==> config.mk <==
export PLATFORM = sky130hd
export DESIGN_NAME = enemy_bullet_pool_flat
export DESIGN_NICKNAME = d
export VERILOG_FILES = /design/src/rtl/enemy_bullet_pool_if.sv /design/src/rtl/enemy_bullet_pool.sv /design/src/flat_wrapper.sv
export SDC_FILE = /design/constraint.sdc
export NUM_CORES = 1
export LEC_CHECK = 0
export CELL_PAD_IN_SITES_DETAIL_PLACEMENT = 1
export CELL_PAD_IN_SITES_GLOBAL_PLACEMENT = 1
export CORE_MARGIN = 3
export CORE_UTILIZATION = 48
export DETAILED_ROUTE_END_ITERATION = 6
export PLACE_DENSITY = 0.9
export REMOVE_ABC_BUFFERS = 1
export SLEW_MARGIN = 20
export SYNTH_ARGS = -nofsm -noshare
export SYNTH_HDL_FRONTEND = slang
export SYNTH_SLANG_ARGS = --single-unit
==> constraint.sdc <==
create_clock -name clk_50MHz -period 7.46 [get_ports clk_50MHz]
set_clock_uncertainty 0.05 [all_clocks]
set_input_delay 1.119 -clock clk_50MHz [delete_from_list [all_inputs] [get_ports clk_50MHz]]
set_output_delay 1.119 -clock clk_50MHz [all_outputs]
set_load 0.02 [all_outputs]
==> src/rtl/enemy_bullet_pool_if.sv <==
// Bus between an enemy's control logic / renderer and its bullet pool.
// With ENEMY_BULLET_STATS_EN defined the shot/retire counters are carried too.
interface enemy_bullet_pool_if #(
  parameter int unsigned NUM_BULLETS = 4
);
  localparam int unsigned IDX_W = (NUM_BULLETS > 1) ? $clog2(NUM_BULLETS) : 1;

  logic                        refresh_tick;
  logic [9:0]                  x;
  logic [9:0]                  y;
  logic                        fire_req;
  logic [1:0]                  fire_dir;
  logic [9:0]                  x_origin;
  logic [9:0]                  y_origin;
  logic [NUM_BULLETS-1:0]      hit_mask;
  logic                        kill_all;
  logic                        fire_ack;
  logic [NUM_BULLETS-1:0]      slot_active;
  logic [10*NUM_BULLETS-1:0]   x_bullet;
  logic [10*NUM_BULLETS-1:0]   y_bullet;
  logic                        bullet_on;
  logic [IDX_W-1:0]            bullet_on_idx;
`ifdef ENEMY_BULLET_STATS_EN
  logic [15:0]                 shot_count;
  logic [15:0]                 retire_count;

  modport master (
    output refresh_tick, x, y, fire_req, fire_dir, x_origin, y_origin, hit_mask, kill_all,
    input  fire_ack, slot_active, x_bullet, y_bullet, bullet_on, bullet_on_idx,
           shot_count, retire_count
  );
  modport slave (
    input  refresh_tick, x, y, fire_req, fire_dir, x_origin, y_origin, hit_mask, kill_all,
    output fire_ack, slot_active, x_bullet, y_bullet, bullet_on, bullet_on_idx,
           shot_count, retire_count
  );
`else
  modport master (
    output refresh_tick, x, y, fire_req, fire_dir, x_origin, y_origin, hit_mask, kill_all,
    input  fire_ack, slot_active, x_bullet, y_bullet, bullet_on, bullet_on_idx
  );
  modport slave (
    input  refresh_tick, x, y, fire_req, fire_dir, x_origin, y_origin, hit_mask, kill_all,
    output fire_ack, slot_active, x_bullet, y_bullet, bullet_on, bullet_on_idx
  );
`endif
endinterface

==> src/rtl/enemy_bullet_pool.sv <==
// Pool of NUM_BULLETS enemy bullets with fire cooldown, movement, playfield
// retirement and a merged pixel-coverage flag for the VGA mux.
// Optional counters: define ENEMY_BULLET_STATS_EN to add shot_count/retire_count.
module enemy_bullet_pool #(
  parameter int unsigned NUM_BULLETS    = 4,
  parameter int unsigned BULLET_SIZE    = 4,
  parameter int unsigned SPRITE_SIZE    = 32,
  parameter int unsigned SPEED          = 4,
  parameter int unsigned COOLDOWN_TICKS = 8,
  parameter int unsigned X_MIN          = 32,
  parameter int unsigned X_MAX          = 607,
  parameter int unsigned Y_MIN          = 32,
  parameter int unsigned Y_MAX          = 447
) (
  input logic                clk_50MHz,
  input logic                reset,
  enemy_bullet_pool_if.slave bus
);
  localparam int unsigned IDX_W  = (NUM_BULLETS > 1) ? $clog2(NUM_BULLETS) : 1;
  localparam int unsigned CD_W   = (COOLDOWN_TICKS > 0) ? $clog2(COOLDOWN_TICKS + 1) : 1;
  localparam logic [9:0]  MUZZLE = 10'((SPRITE_SIZE - BULLET_SIZE) / 2);
  localparam logic [10:0] SPD    = 11'(SPEED);
  localparam logic [10:0] EDGE   = 11'(BULLET_SIZE - 1);
  localparam logic [10:0] XMIN   = 11'(X_MIN);
  localparam logic [10:0] XMAX   = 11'(X_MAX);
  localparam logic [10:0] YMIN   = 11'(Y_MIN);
  localparam logic [10:0] YMAX   = 11'(Y_MAX);

  typedef enum logic {SLOT_IDLE = 1'b0, SLOT_FLYING = 1'b1} slot_st_e;

  slot_st_e                    st_q  [NUM_BULLETS];
  slot_st_e                    st_d  [NUM_BULLETS];
  logic [1:0]                  dir_q [NUM_BULLETS];
  logic [1:0]                  dir_d [NUM_BULLETS];
  logic [NUM_BULLETS-1:0][9:0] x_q, x_d, y_q, y_d;
  logic [CD_W-1:0]             cd_q, cd_d;
  logic                        ack_q, ack_d;
  logic                        fire_ok, claimed, bnd_retire;
  logic [10:0]                 nx, ny;
`ifdef ENEMY_BULLET_STATS_EN
  logic [15:0]                 shot_q, shot_d, retire_q, retire_d;
`endif

  // State registers; everything clears on reset, including a pending ack.
  always_ff @(posedge clk_50MHz or negedge reset) begin
    if (!reset) begin
      for (int i = 0; i < NUM_BULLETS; i++) begin
        st_q[i]  <= SLOT_IDLE;
        dir_q[i] <= 2'b00;
      end
      x_q   <= '0;
      y_q   <= '0;
      cd_q  <= '0;
      ack_q <= 1'b0;
`ifdef ENEMY_BULLET_STATS_EN
      shot_q   <= '0;
      retire_q <= '0;
`endif
    end else begin
      st_q  <= st_d;
      dir_q <= dir_d;
      x_q   <= x_d;
      y_q   <= y_d;
      cd_q  <= cd_d;
      ack_q <= ack_d;
`ifdef ENEMY_BULLET_STATS_EN
      shot_q   <= shot_d;
      retire_q <= retire_d;
`endif
    end
  end

  // Per-tick update: kill/hit retire first, flying slots move, then the
  // lowest slot that was idle at tick start (and not hit) may take a shot.
  always_comb begin
    st_d       = st_q;
    dir_d      = dir_q;
    x_d        = x_q;
    y_d        = y_q;
    cd_d       = cd_q;
    ack_d      = 1'b0;
    claimed    = 1'b0;
    bnd_retire = 1'b0;
    nx         = '0;
    ny         = '0;
    fire_ok    = bus.fire_req && !bus.kill_all && (cd_q == '0);
`ifdef ENEMY_BULLET_STATS_EN
    shot_d   = shot_q;
    retire_d = retire_q;
`endif
    if (bus.refresh_tick) begin
      for (int i = 0; i < NUM_BULLETS; i++) begin
        if (bus.kill_all || bus.hit_mask[i]) begin
          st_d[i] = SLOT_IDLE;
        end else if (st_q[i] == SLOT_FLYING) begin
          nx = {1'b0, x_q[i]};
          ny = {1'b0, y_q[i]};
          case (dir_q[i])
            2'b00:   ny = ny - SPD;
            2'b01:   ny = ny + SPD;
            2'b10:   nx = nx - SPD;
            default: nx = nx + SPD;
          endcase
          if (nx[10] || ny[10] || (nx < XMIN) || (ny < YMIN) ||
              ((nx + EDGE) > XMAX) || ((ny + EDGE) > YMAX)) begin
            st_d[i]    = SLOT_IDLE;
            bnd_retire = 1'b1;
          end else begin
            x_d[i] = nx[9:0];
            y_d[i] = ny[9:0];
          end
        end else if (fire_ok && !claimed) begin
          claimed  = 1'b1;
          st_d[i]  = SLOT_FLYING;
          dir_d[i] = bus.fire_dir;
          x_d[i]   = bus.x_origin + MUZZLE;
          y_d[i]   = bus.y_origin + MUZZLE;
        end
      end
      if (claimed) begin
        ack_d = 1'b1;
        cd_d  = CD_W'(COOLDOWN_TICKS);
      end else if (cd_q != '0) begin
        cd_d = cd_q - CD_W'(1);
      end
`ifdef ENEMY_BULLET_STATS_EN
      if (claimed && (shot_q != 16'hFFFF))      shot_d   = shot_q + 16'd1;
      if (bnd_retire && (retire_q != 16'hFFFF)) retire_d = retire_q + 16'd1;
`endif
    end
  end

  // Registered outputs onto the bus.
  always_comb begin
    for (int i = 0; i < NUM_BULLETS; i++) begin
      bus.slot_active[i] = (st_q[i] == SLOT_FLYING);
    end
    bus.x_bullet = x_q;
    bus.y_bullet = y_q;
    bus.fire_ack = ack_q;
`ifdef ENEMY_BULLET_STATS_EN
    bus.shot_count   = shot_q;
    bus.retire_count = retire_q;
`endif
  end

  // Pixel coverage; scanning downward lets the lowest covering slot win.
  always_comb begin
    bus.bullet_on     = 1'b0;
    bus.bullet_on_idx = '0;
    for (int i = NUM_BULLETS - 1; i >= 0; i--) begin
      if ((st_q[i] == SLOT_FLYING) &&
          ({1'b0, bus.x} >= {1'b0, x_q[i]}) && ({1'b0, bus.x} <= ({1'b0, x_q[i]} + EDGE)) &&
          ({1'b0, bus.y} >= {1'b0, y_q[i]}) && ({1'b0, bus.y} <= ({1'b0, y_q[i]} + EDGE))) begin
        bus.bullet_on     = 1'b1;
        bus.bullet_on_idx = IDX_W'(i);
      end
    end
  end
endmodule

==> src/flat_wrapper.sv <==
// flat-port wrapper written by rule: the top's interface ports become plain ports
module enemy_bullet_pool_flat 
#(
  parameter int unsigned NUM_BULLETS    = 4,
  parameter int unsigned BULLET_SIZE    = 4,
  parameter int unsigned SPRITE_SIZE    = 32,
  parameter int unsigned SPEED          = 4,
  parameter int unsigned COOLDOWN_TICKS = 8,
  parameter int unsigned X_MIN          = 32,
  parameter int unsigned X_MAX          = 607,
  parameter int unsigned Y_MIN          = 32,
  parameter int unsigned Y_MAX          = 447
)
  (clk_50MHz, reset, bus_refresh_tick, bus_x, bus_y, bus_fire_req, bus_fire_dir, bus_x_origin, bus_y_origin, bus_hit_mask, bus_kill_all, bus_fire_ack, bus_slot_active, bus_x_bullet, bus_y_bullet, bus_bullet_on, bus_bullet_on_idx);
  enemy_bullet_pool_if #(.NUM_BULLETS(NUM_BULLETS)) bus_i ();
  input logic clk_50MHz;
  input logic reset;
  input wire logic [$bits(bus_i.refresh_tick)-1:0] bus_refresh_tick;
  input wire logic [$bits(bus_i.x)-1:0] bus_x;
  input wire logic [$bits(bus_i.y)-1:0] bus_y;
  input wire logic [$bits(bus_i.fire_req)-1:0] bus_fire_req;
  input wire logic [$bits(bus_i.fire_dir)-1:0] bus_fire_dir;
  input wire logic [$bits(bus_i.x_origin)-1:0] bus_x_origin;
  input wire logic [$bits(bus_i.y_origin)-1:0] bus_y_origin;
  input wire logic [$bits(bus_i.hit_mask)-1:0] bus_hit_mask;
  input wire logic [$bits(bus_i.kill_all)-1:0] bus_kill_all;
  output wire logic [$bits(bus_i.fire_ack)-1:0] bus_fire_ack;
  output wire logic [$bits(bus_i.slot_active)-1:0] bus_slot_active;
  output wire logic [$bits(bus_i.x_bullet)-1:0] bus_x_bullet;
  output wire logic [$bits(bus_i.y_bullet)-1:0] bus_y_bullet;
  output wire logic [$bits(bus_i.bullet_on)-1:0] bus_bullet_on;
  output wire logic [$bits(bus_i.bullet_on_idx)-1:0] bus_bullet_on_idx;
  assign bus_i.refresh_tick = bus_refresh_tick;
  assign bus_i.x = bus_x;
  assign bus_i.y = bus_y;
  assign bus_i.fire_req = bus_fire_req;
  assign bus_i.fire_dir = bus_fire_dir;
  assign bus_i.x_origin = bus_x_origin;
  assign bus_i.y_origin = bus_y_origin;
  assign bus_i.hit_mask = bus_hit_mask;
  assign bus_i.kill_all = bus_kill_all;
  assign bus_fire_ack = bus_i.fire_ack;
  assign bus_slot_active = bus_i.slot_active;
  assign bus_x_bullet = bus_i.x_bullet;
  assign bus_y_bullet = bus_i.y_bullet;
  assign bus_bullet_on = bus_i.bullet_on;
  assign bus_bullet_on_idx = bus_i.bullet_on_idx;
  enemy_bullet_pool #(.NUM_BULLETS(NUM_BULLETS), .BULLET_SIZE(BULLET_SIZE), .SPRITE_SIZE(SPRITE_SIZE), .SPEED(SPEED), .COOLDOWN_TICKS(COOLDOWN_TICKS), .X_MIN(X_MIN), .X_MAX(X_MAX), .Y_MIN(Y_MIN), .Y_MAX(Y_MAX)) u_core (.clk_50MHz(clk_50MHz), .reset(reset), .bus(bus_i));
endmodule
==> impl_metrics.py, run 1 <==
metrics = {
    "route": {
        "drt.antenna.violating_nets": 0,
        "drc": 0,
        "drt_iter0_markers": 990,
        "avgRoutedWirePerCell_um": 24.0,
        "vias": 15800,
        "first_pass_iters": 5,
        "vias_per_cell": 6.69,
        "wl_mm": 56.5,
    },
    "yosys": {
        "yosysUniqueCellTypes": 104,
        "synthMuxAreaShare_pct": 4.47,
        "synth_top_cells_by_area": "ha_1 18%, dfrtp_1 16%, xnor2_1 6.1%, nand2_1 3.7%, o21ai_0 3.5%",
        "synthXorXnorAreaFrac_pct": 7.76,
        "syn_inst": 1884,
        "synth-compound-area-share_pct": 24.1,
        "synth_top_family_by_area": "compound AO/OA/AOI/OAI gates",
        "syn_area_mm2": 0.0148,
        "synth-edff-count": 0,
        "async_reset_ff_share_pct": 100,
        "yosys.area_share.simple_pct": 22.8,
        "syn_avg_cell_area_um2": 7.88,
        "synth_flop_cell": "dfrtp_1",
        "synthAdderAreaFrac_pct": 18.4,
        "yosys.area.top_type": "ha_1",
        "synth_seq_area_share_pct": 16.4,
        "ys_ff_latch": 97,
        "netlist.area_leader.share_pct": 17.9,
        "yosys_warnings": 0,
    },
    "worst_setup_path": {
        "cp.buffers_inverters": 2,
        "critPathRequiredTime_ns": 7.69,
        "worst_setup_path_start_kind": "flip-flop",
        "slowest_delay_ns": 1.09,
        "endpoint_kind": "flip-flop",
        "cpMostUsedCell": "inv_1",
        "crit_fanout": 21,
        "path_cells": "inv_1, nand2_1, inv_1, fa_1, nor2b_1, o21ai_1, a21boi_0, nor4_1, nor3_1, and3b_1, a2111oi_1, a41oi_1, o31ai_4, mux2i_1",
        "crit_slowest_cell": "o31ai_4",
        "arrival_ns": 6.51,
        "crit_type": "flip-flop to flip-flop",
        "crit_family": "compound AO/OA/AOI/OAI gates",
    },
    "pwr": {
        "leakage_nw": 6.96,
        "ir_drop_v": 0.000153,
        "p_int_mw": 2.53,
        "switching_share_pct": 54.8,
        "switchingPower_mw": 3.06,
        "power_density_mw_per_mm2": 334,
        "seqPwrFrac_pct": 18.8,
        "power_frac_comb_pct": 72.4,
        "clockPowerShare_pct": 8.8,
    },
    "global_routing": {
        "grtUsageTotal_pct": 33.4,
        "grt_pass1_vias": 16700,
        "grt_pass1_wl_mm": 90.0,
        "grt-ovfl-total": 0,
        "antenna_found_initial": 0,
        "grt_max_degree": 53,
    },
    "layout": {
        "seq_area_mm2": 0.00243,
        "antenna_cells": 0,
        "multi_input_area_mm2": 0.0115,
        "area_growth_pct": 12.6,
        "fill_cells": 3727,
        "drive_gt1_share_pct": 5.24,
        "fin_cells": 2357,
        "fin_nets": 2229,
        "final_area_mm2": 0.0167,
    },
    "floorplanning": {
        "fp.dieW_um": 182,
        "pin_count": 139,
        "dieArea_mm2": 0.0331,
        "rows": 63,
        "core_area_mm2": 0.0300,
        "die_h_um": 182,
        "start_util_pct": 49.4,
    },
    "run": {
        "cap_violations": 0,
    },
    "timing": {
        "rsz0062_at_grt": "false",
        "finalCriticalPeriod_ns": 6.28,
        "fin_ws_ns": 1.18,
        "worst_pin_slew_ns": 1.17,
        "fin_crit_sh_pct": 84.1,
        "setup_viol_count_final": 0,
        "holdWs_ns": 0.467,
        "drv_slew": 0,
        "tns_ns": 0,
        "worst_slew_margin_rel_pct": 21.9,
        "clock.fmax_mhz": 159,
        "hold_viol_final": 0,
    },
    "cts": {
        "cts-resized-gates": 0,
        "cts_sinks": 97,
        "worstSkewPairLatency_ns": 0.38,
        "numCtsBuffers": 9,
        "cts-hold-fix-buffers": 0,
        "clk_pin_slew_worst_paths_ns": 0.08,
        "cts_tree": "done",
        "cts_root_buffer": "clkbuf_16",
        "htree_levels": 3,
        "postCtsSetupBuffers": 0,
        "cts_buffer_depth": 2,
    },
    "placement": {
        "io_buffers": 138,
        "place_area_mm2": 0.0164,
        "post-dp-hpwl_mm": 44.1,
        "gp_congestion": 0.950,
        "pre_cts_slack_ns": 1.33,
        "placedCellCount": 2341,
    },
    "run_status": {
        "status": "finished clean",
    },
    "min_path": {
        "hp-class": "flip-flop to flip-flop",
    },
}
## flip-flops by register name, indices dropped and copies added (netlist names)
| signal | cells |
|---|---|
| u_core.bus.fire_ack | 1 |
| u_core.bus.slot_active | 4 |
| u_core.bus.x_bullet | 40 |
| u_core.bus.y_bullet | 40 |
| u_core.cd_q | 4 |
| u_core.dir_q | 8 |
## worst paths after layout
| check | from | to | slack, ns | depth (start not counted) |
|---|---|---|---|---|
| setup / recovery | u_core.dir_q[7]$_DFFE_PN0P_ | u_core.bus.x_bullet[5]$_DFFE_PN0P_ | 1.18 | 14 |
| hold / removal | u_core.cd_q[2]$_DFFE_PN0P_ | u_core.cd_q[2]$_DFFE_PN0P_ | 0.47 | 1 |
| setup reg to reg | u_core.dir_q[7]$_DFFE_PN0P_ | u_core.bus.x_bullet[5]$_DFFE_PN0P_ | 1.18 | 14 |
| hold reg to reg | u_core.cd_q[2]$_DFFE_PN0P_ | u_core.cd_q[2]$_DFFE_PN0P_ | 0.47 | 1 |
| max in group asynchronous | reset | u_core.bus.y_bullet[15]$_DFFE_PN0P_ | 5.40 | 2 |
| min in group asynchronous | reset | u_core.bus.y_bullet[21]$_DFFE_PN0P_ | 0.77 | 1 |
## layout make-up
cell class	count	area share [%]
clock buffer	9	1.35
clock inverter	7	0.329
inverter	130	2.92
multi-input combinational	1570	69.0
sequential	97	14.5
tap	390	2.92
timing repair buffer	154	8.97
## cell families after synthesis
kind of cell               after synthesis
and+or+nand+nor                        658
AOI/OAI and AO/OA                      505
buffers and inverters                  217
adders and majority gates              216
xor gates and xnor gates               127
DFF                                     97
muxes                                   64
## per-layer routing
metal  GRT usage [%]  part of all wire [%]
met5               0                     0
met4            16.9                   5.3
met3            4.07                   6.0
met2            59.0                    49
met1            39.8                    40
## Yosys cell counts, types with 12 or more instances
| library cell | instances |
|---|---|
| ha_1 | 212 |
| nand2_1 | 146 |
| nor2_1 | 136 |
| inv_1 | 121 |
| o21ai_0 | 104 |
| xnor2_1 | 104 |
| dfrtp_1 | 97 |
| a21oi_1 | 81 |
| nor3_1 | 69 |
| nand3_1 | 60 |
| o21a_1 | 59 |
| clkbuf_1 | 47 |
| mux2i_1 | 46 |
| nand4_1 | 42 |
| nor4_1 | 31 |
| a31oi_1 | 28 |
| buf_2 | 23 |
| nand2b_1 | 23 |
| or3_1 | 23 |
| nor2b_1 | 20 |
| xor2_1 | 20 |
| a21o_1 | 19 |
| and3_1 | 19 |
| mux2_2 | 18 |
| a211oi_1 | 15 |
| nor3b_1 | 15 |
| or4_1 | 14 |
| a211o_1 | 12 |
| a21boi_0 | 12 |
| o31ai_1 | 12 |
| or2_2 | 12 |
## power groups by stage
stage	Clock (mW)	Combinational (mW)	Sequential, mW
2_1_floorplan	0	2.57	1.09
3_3_place_gp	0	3.71	1.03
3_5_place_dp	0	3.95	1.04
4_1_cts	0.491	3.99	1.03
5_1_grt	0.512	4.45	1.07
6_report	0.491	4.04	1.05
## stage by stage
| step | total power, mW | util (%) |
|---|---|---|
| after floorplan | 3.66 | - |
| after global placement | 4.75 | 54.7 |
| after detailed placement | 4.99 | 54.7 |
| after CTS | 5.52 | 55.6 |
| after global routing | 6.03 | 55.6 |
| final | 5.58 | 55.6 |
## cell usage in the layout (no fill, tap or decap), drive strengths merged, types with 10 or more instances in the layout
cell           instances
a211o                 13
o41ai                 10
buf                   17
nor3b                 15
o21a                  59
xnor2                106
o211ai                12
dfrtp                 97
mux2                  18
o31ai                 14
a31oi                 29
o21ai                119
nand3                 61
nand2                146
xor2                  20
a2111oi               11
o311ai                14
nand2b                23
ha                   212
a21o                  19
or4                   14
nor4                  32
nor2b                 20
a211oi                16
and3                  19
nand4                 42
mux2i                 46
or2                   13
a21boi                12
nor2                 137
nor3                  69
clkdlybuf4s50        137
inv                  127
a21oi                 83
or3                   25
(Power assumes the default switching activity.)
==> run 2, diff against run 1 <==
Settings changed: CORE_UTILIZATION 48 to 41, PLACE_DENSITY 0.9 to 0.82.
Clock period 7.46 ns to 5.5 ns, I/O delays scaled along.
==> run 2 against run 1 <==
Net effect:
- clock-buffer cell count increased by 1
- largest power group unchanged
- sequential power up 29%
- clock power up 41%
- die area rose by 16%
- register-to-register slack worse by 0.54 ns
- final cell count increased by 5.0%
- combinational power increased by 39%
- highest routed layer unchanged
- critical path depth shrank 1
- core utilization down 7.3 points
==> impl_metrics.py, run 2 (same netlist as run 1, synthesis figures left out) <==
metrics = {
    "timing": {
        "hold_viol_final": 0,
        "rsz0062_at_grt": "false",
        "fin_ws_ns": 0.193,
        "worst_slew_margin_rel_pct": 30.2,
        "setup_viol_count_final": 0,
        "worst_pin_slew_ns": 1.04,
        "drv_slew": 0,
        "finalCriticalPeriod_ns": 5.31,
        "clock.fmax_mhz": 188,
        "fin_crit_sh_pct": 96.5,
        "tns_ns": 0,
    },
    "layout": {
        "fin_nets": 2275,
        "fill_cells": 4361,
        "antenna_cells": 0,
        "area_growth_pct": 16.0,
        "final_cell_mix": "211 x ha_1, 146 x nand2_1, 136 x nor2_1, 135 x clkdlybuf4s50_1, 121 x inv_1",
        "final_common_cell": "ha_1",
        "drive_gt1_share_pct": 7.75,
    },
    "pwr": {
        "power_density_mw_per_mm2": 444,
        "clockPowerShare_pct": 9.0,
        "switching_share_pct": 54.1,
        "p_int_mw": 3.51,
        "seqPwrFrac_pct": 17.6,
        "switchingPower_mw": 4.14,
        "power_frac_comb_pct": 73.4,
        "ir_drop_v": 0.000204,
        "leakage_nw": 7.24,
    },
    "worst_setup_path": {
        "endpoint_kind": "output port",
        "cpMostUsedCell": "o21a_1",
        "crit_type": "input pin to output port",
        "path_cells": "clkdlybuf4s50_1, ha_1, nor2b_1, o21a_1, o21a_1, o21a_1, o21a_1, o21ai_0, a21oi_1, o41ai_1, nor4b_1, o21a_1, clkdlybuf4s50_1",
        "critPathRequiredTime_ns": 4.62,
        "arrival_ns": 4.43,
        "crit_fanout": 4,
        "worst_setup_path_start_kind": "input pin",
        "slowest_delay_ns": 0.63,
        "crit_slowest_cell": "clkdlybuf4s50_1",
    },
    "global_routing": {
        "grt_max_degree": 57,
        "grt-ovfl-total": 0,
        "grtUsageTotal_pct": 29.4,
        "antenna_found_initial": 1,
        "grt_pass1_vias": 16200,
        "grt_pass1_wl_mm": 90.6,
    },
    "floorplanning": {
        "dieArea_mm2": 0.0385,
        "fp.dieW_um": 196,
        "core_area_mm2": 0.0357,
        "rows": 69,
        "start_util_pct": 41.6,
        "die_h_um": 196,
        "pin_count": 139,
    },
    "run": {
        "cap_violations": 0,
    },
    "cts": {
        "cts_tree": "done",
        "cts_root_buffer": "clkbuf_16",
        "worstSkewPairLatency_ns": 0.38,
        "clk_pin_slew_worst_paths_ns": 0.08,
        "cts_buffer_depth": 2,
        "cts_sinks": 97,
        "numCtsBuffers": 9,
        "htree_levels": 3,
    },
    "route": {
        "drt_iter0_markers": 999,
        "first_pass_iters": 5,
        "drt.antenna.violating_nets": 0,
        "avgRoutedWirePerCell_um": 23.3,
        "drc": 0,
        "vias": 15800,
        "vias_per_cell": 6.37,
        "wl_mm": 57.7,
    },
    "min_path": {
        "hp-class": "input pin to asynchronous set/reset pin",
    },
    "placement": {
        "io_buffers": 138,
        "gp_congestion": 0.950,
        "post-dp-hpwl_mm": 46.0,
        "pre_cts_slack_ns": 0.127,
    },
    "run_status": {
        "status": "finished clean",
    },
}
## run 2: through the flow
| step | instance area (um2) | utilization [%] | power, mW | instances | hold slack (ns) |
|---|---|---|---|---|---|
| after floorplan | 14400 | - | 4.96 | 1797 | 0.415 |
| after global placement | 16900 | 47.3 | 6.58 | 2458 | 0.438 |
| after detailed placement | 16900 | 47.3 | 6.83 | 2458 | 0.445 |
| after CTS | 17200 | 48.1 | 7.57 | 2474 | 0.432 |
| after global routing | 17200 | 48.3 | 8.28 | 2474 | 0.455 |
| final | 17200 | 48.3 | 7.65 | 2474 | 0.427 |
## run 2: path summary, 6_finish.rpt
kind | start | endpoint | slack (ns) | depth (start not counted)
worst max-delay path | bus_x[1] | bus_bullet_on_idx[0] | 0.19 | 13
worst min-delay path | reset | u_core.bus.y_bullet[4]$_DFFE_PN0P_ | 0.43 | 1
worst max register to register | u_core.dir_q[3]$_DFFE_PN0P_ | u_core.bus.x_bullet[22]$_DFFE_PN0P_ | 0.64 | 13
worst min register to register | u_core.cd_q[2]$_DFFE_PN0P_ | u_core.cd_q[2]$_DFFE_PN0P_ | 0.46 | 1
max in group asynchronous | reset | u_core.bus.y_bullet[16]$_DFFE_PN0P_ | 3.69 | 2
min in group clk_50MHz | u_core.cd_q[2]$_DFFE_PN0P_ | u_core.cd_q[2]$_DFFE_PN0P_ | 0.46 | 1
## run 2: cell type report
cell class | count | area (um2) | share of cell area (%)
clock buffers | 10 | 239 | 1.39
clock inverters | 6 | 56.3 | 0.327
inverters | 130 | 488 | 2.83
multi-input cells | 1570 | 11600 | 67.3
flip-flops and latches | 97 | 2430 | 14.1
well taps | 461 | 577 | 3.35
repair buffers | 200 | 1850 | 10.7
## run 2: repair_timing
item,CTS,global route
endpoints found under the setup margin,1,3
setup buffers,0,0
hold buffers,0,0
resized for setup,1,10
## run 2: critical path, delay by kind of cell
family | cells | cell delay (ns)
buffers and inverters | 2 | 1.17
adders and majority gates | 1 | 0.36
AOI/OAI and AO/OA | 8 | 1.58
and+or+nand+nor | 2 | 0.50
## run 2: metal layers
layer	vias to the layer above	global-route usage [%]	wire [um]
li1	7253	-	-
met2	484	50.1	27700
met1	7879	37.7	25000
met3	150	3.02	2560
met4	0	12.7	2410
met5	-	0	0
## run 2: power by group through the flow
| stage | Combinational, mW | Sequential (mW) | Clock (mW) |
|---|---|---|---|
| after global routing | 6.17 | 1.38 | 0.726 |
| final | 5.61 | 1.35 | 0.691 |
| after CTS | 5.54 | 1.33 | 0.696 |
| after floorplan | 3.49 | 1.48 | 0 |
| after global placement | 5.24 | 1.34 | 0 |
| after detailed placement | 5.49 | 1.35 | 0 |
==> run 3, diff against run 2 <==
Settings changed: REMOVE_ABC_BUFFERS 1 to default.
==> run 3 against run 2 <==
Net effect:
- sequential power hardly changed
- first-iteration DRC count increased by 26%
- critical endpoint is now bus_bullet_on
- critical path depth rose by 1
- die area is the same
==> impl_metrics.py, run 3 (same netlist as run 1, synthesis figures left out) <==
metrics = {
    "route": {
        "wl_mm": 60.2,
        "avgRoutedWirePerCell_um": 24.3,
        "drt.antenna.violating_nets": 0,
        "vias_per_cell": 6.49,
        "vias": 16000,
        "drc": 0,
        "first_pass_iters": 5,
        "drt_iter0_markers": 1261,
    },
    "pwr": {
        "ir_drop_v": 0.000265,
        "leakage_nw": 7.23,
        "power_density_mw_per_mm2": 444,
        "p_total_mw": 7.65,
    },
    "worst_setup_path": {
        "crit_fanout": 5,
        "crit_type": "flip-flop to output port",
        "endpoint_kind": "output port",
        "crit_family": "simple AND/OR/NAND/NOR gates",
        "worst_setup_path_start_kind": "flip-flop",
        "slowest_delay_ns": 0.57,
        "path_cells": "inv_1, ha_1, nor4_2, xnor2_1, ha_1, nand3_1, nor3_1, a21oi_1, nand2_1, o311a_1, o2111ai_1, nand2_1, or3b_2, clkdlybuf4s50_1",
        "critPathRequiredTime_ns": 4.62,
        "crit_slowest_cell": "clkdlybuf4s50_1",
        "arrival_ns": 4.42,
        "cp.buffers_inverters": 2,
    },
    "timing": {
        "worst_pin_slew_ns": 1.22,
        "finalCriticalPeriod_ns": 5.29,
        "clock.fmax_mhz": 189,
        "fin_crit_sh_pct": 96.2,
        "worst_slew_margin_rel_pct": 18.5,
        "setup_viol_count_final": 0,
        "drv_slew": 0,
        "hold_viol_final": 0,
        "holdWs_ns": 0.473,
    },
    "run": {
        "cap_violations": 0,
    },
    "global_routing": {
        "use_met3_pct": 3.86,
        "antenna_found_initial": 2,
        "grtUsageTotal_pct": 30.4,
        "grt_pass1_wl_mm": 93.3,
        "busiest_layer": "met2",
        "grt_max_degree": 55,
        "grt-ovfl-total": 0,
        "grtUsageMet1_pct": 40.4,
        "use_met2_pct": 49.1,
        "grt_pass1_vias": 16200,
    },
    "floorplanning": {
        "start_util_pct": 41.6,
        "rows": 69,
        "fp.dieW_um": 196,
        "pin_count": 139,
        "die_h_um": 196,
        "core_area_mm2": 0.0357,
        "dieArea_mm2": 0.0385,
    },
    "cts": {
        "worstSkewPairLatency_ns": 0.38,
        "cts_tree": "done",
        "cts_sinks": 97,
        "postCtsSetupBuffers": 0,
        "clk_pin_slew_worst_paths_ns": 0.08,
        "numCtsBuffers": 9,
        "cts_root_buffer": "clkbuf_16",
        "htree_levels": 3,
        "cts_buffer_depth": 2,
    },
    "placement": {
        "post-dp-hpwl_mm": 46.1,
        "io_buffers": 138,
        "gp_congestion": 0.957,
    },
    "yosys": {
        "syn_nets": 2151,
    },
    "layout": {
        "final_common_cell": "ha_1",
        "seq_area_mm2": 0.00243,
        "antenna_cells": 0,
        "fin_nets": 2275,
        "fill_cells": 4370,
        "drive_gt1_share_pct": 7.80,
        "final_cell_mix": "212 x ha_1, 146 x nand2_1, 136 x nor2_1, 136 x clkdlybuf4s50_1, 121 x inv_1",
        "area_growth_pct": 16.2,
        "multi_input_area_mm2": 0.0116,
    },
    "run_status": {
        "status": "finished clean",
    },
    "min_path": {
        "hp-class": "flip-flop to flip-flop",
    },
}
[run 3: cell types whose count changed in the layout (fill, tap and decap cells not counted), moves of 2 or more]
cell and change:
inv_6 -3, inv_8 -2, bufinv_16 +2, clkinv_4 +3
[run 3: timing repair]
action	CTS	global route
pin swaps	0	1
gates resized for setup	1	8
hold buffers	0	0
endpoints found under the setup margin	1	3
endpoints found under the hold margin	0	0
[run 3: path summary, 6_finish.rpt]
path / start / slack (ns) / to / cells past startpoint
min in group asynchronous: reset / 0.50 / u_core.bus.x_bullet[20]$_DFFE_PN0P_ / 1
max in group asynchronous: reset / 3.70 / u_core.bus.x_bullet[12]$_DFFE_PN0P_ / 2
setup reg to reg: u_core.dir_q[6]$_DFFE_PN0P_ / 0.55 / u_core.bus.y_bullet[9]$_DFFE_PN0P_ / 13
setup / recovery: u_core.bus.x_bullet[30]$_DFFE_PN0P_ / 0.21 / bus_bullet_on / 14
hold / removal: u_core.cd_q[0]$_DFFE_PN0P_ / 0.47 / u_core.cd_q[0]$_DFFE_PN0P_ / 1
hold reg to reg: u_core.cd_q[0]$_DFFE_PN0P_ / 0.47 / u_core.cd_q[0]$_DFFE_PN0P_ / 1
[run 3: metrics by stage]
stage          setup WS [ns]  cells   TNS [ns]  utilization, %  instance area, um2
4_1_cts               0.0213   2474          0            48.2               17200
3_5_place_dp          0.0266   2458          0            47.3               16900
3_3_place_gp           0.204   2458          0            47.3               16900
5_1_grt            -0.000167   2474  -0.000167            48.4               17200
2_1_floorplan           1.30   1884          0               -               14800
6_report               0.208   2474          0            48.4               17200
[run 3: area by class of cell]
cell class | count | area share [%]
inverter | 130 | 2.83
tap | 461 | 3.34
timing repair buffer | 200 | 10.7
clock buffer | 10 | 1.39
clock inverter | 6 | 0.530
multi-input combinational | 1570 | 67.1
sequential | 97 | 14.1
[run 3: power breakdown]
| part | switching (mW) | internal (mW) |
|---|---|---|
| registers | 0.470 | 0.903 |
| logic | 3.29 | 2.25 |
| clock network | 0.333 | 0.414 |
| total | 4.09 | 3.56 |
[run 3: routing by layer]
metal	routed length [um]	vias to the layer above
li1	-	7251
met1	26300	8046
met2	27300	593
met3	3530	155
met4	3120	2
met5	12	-
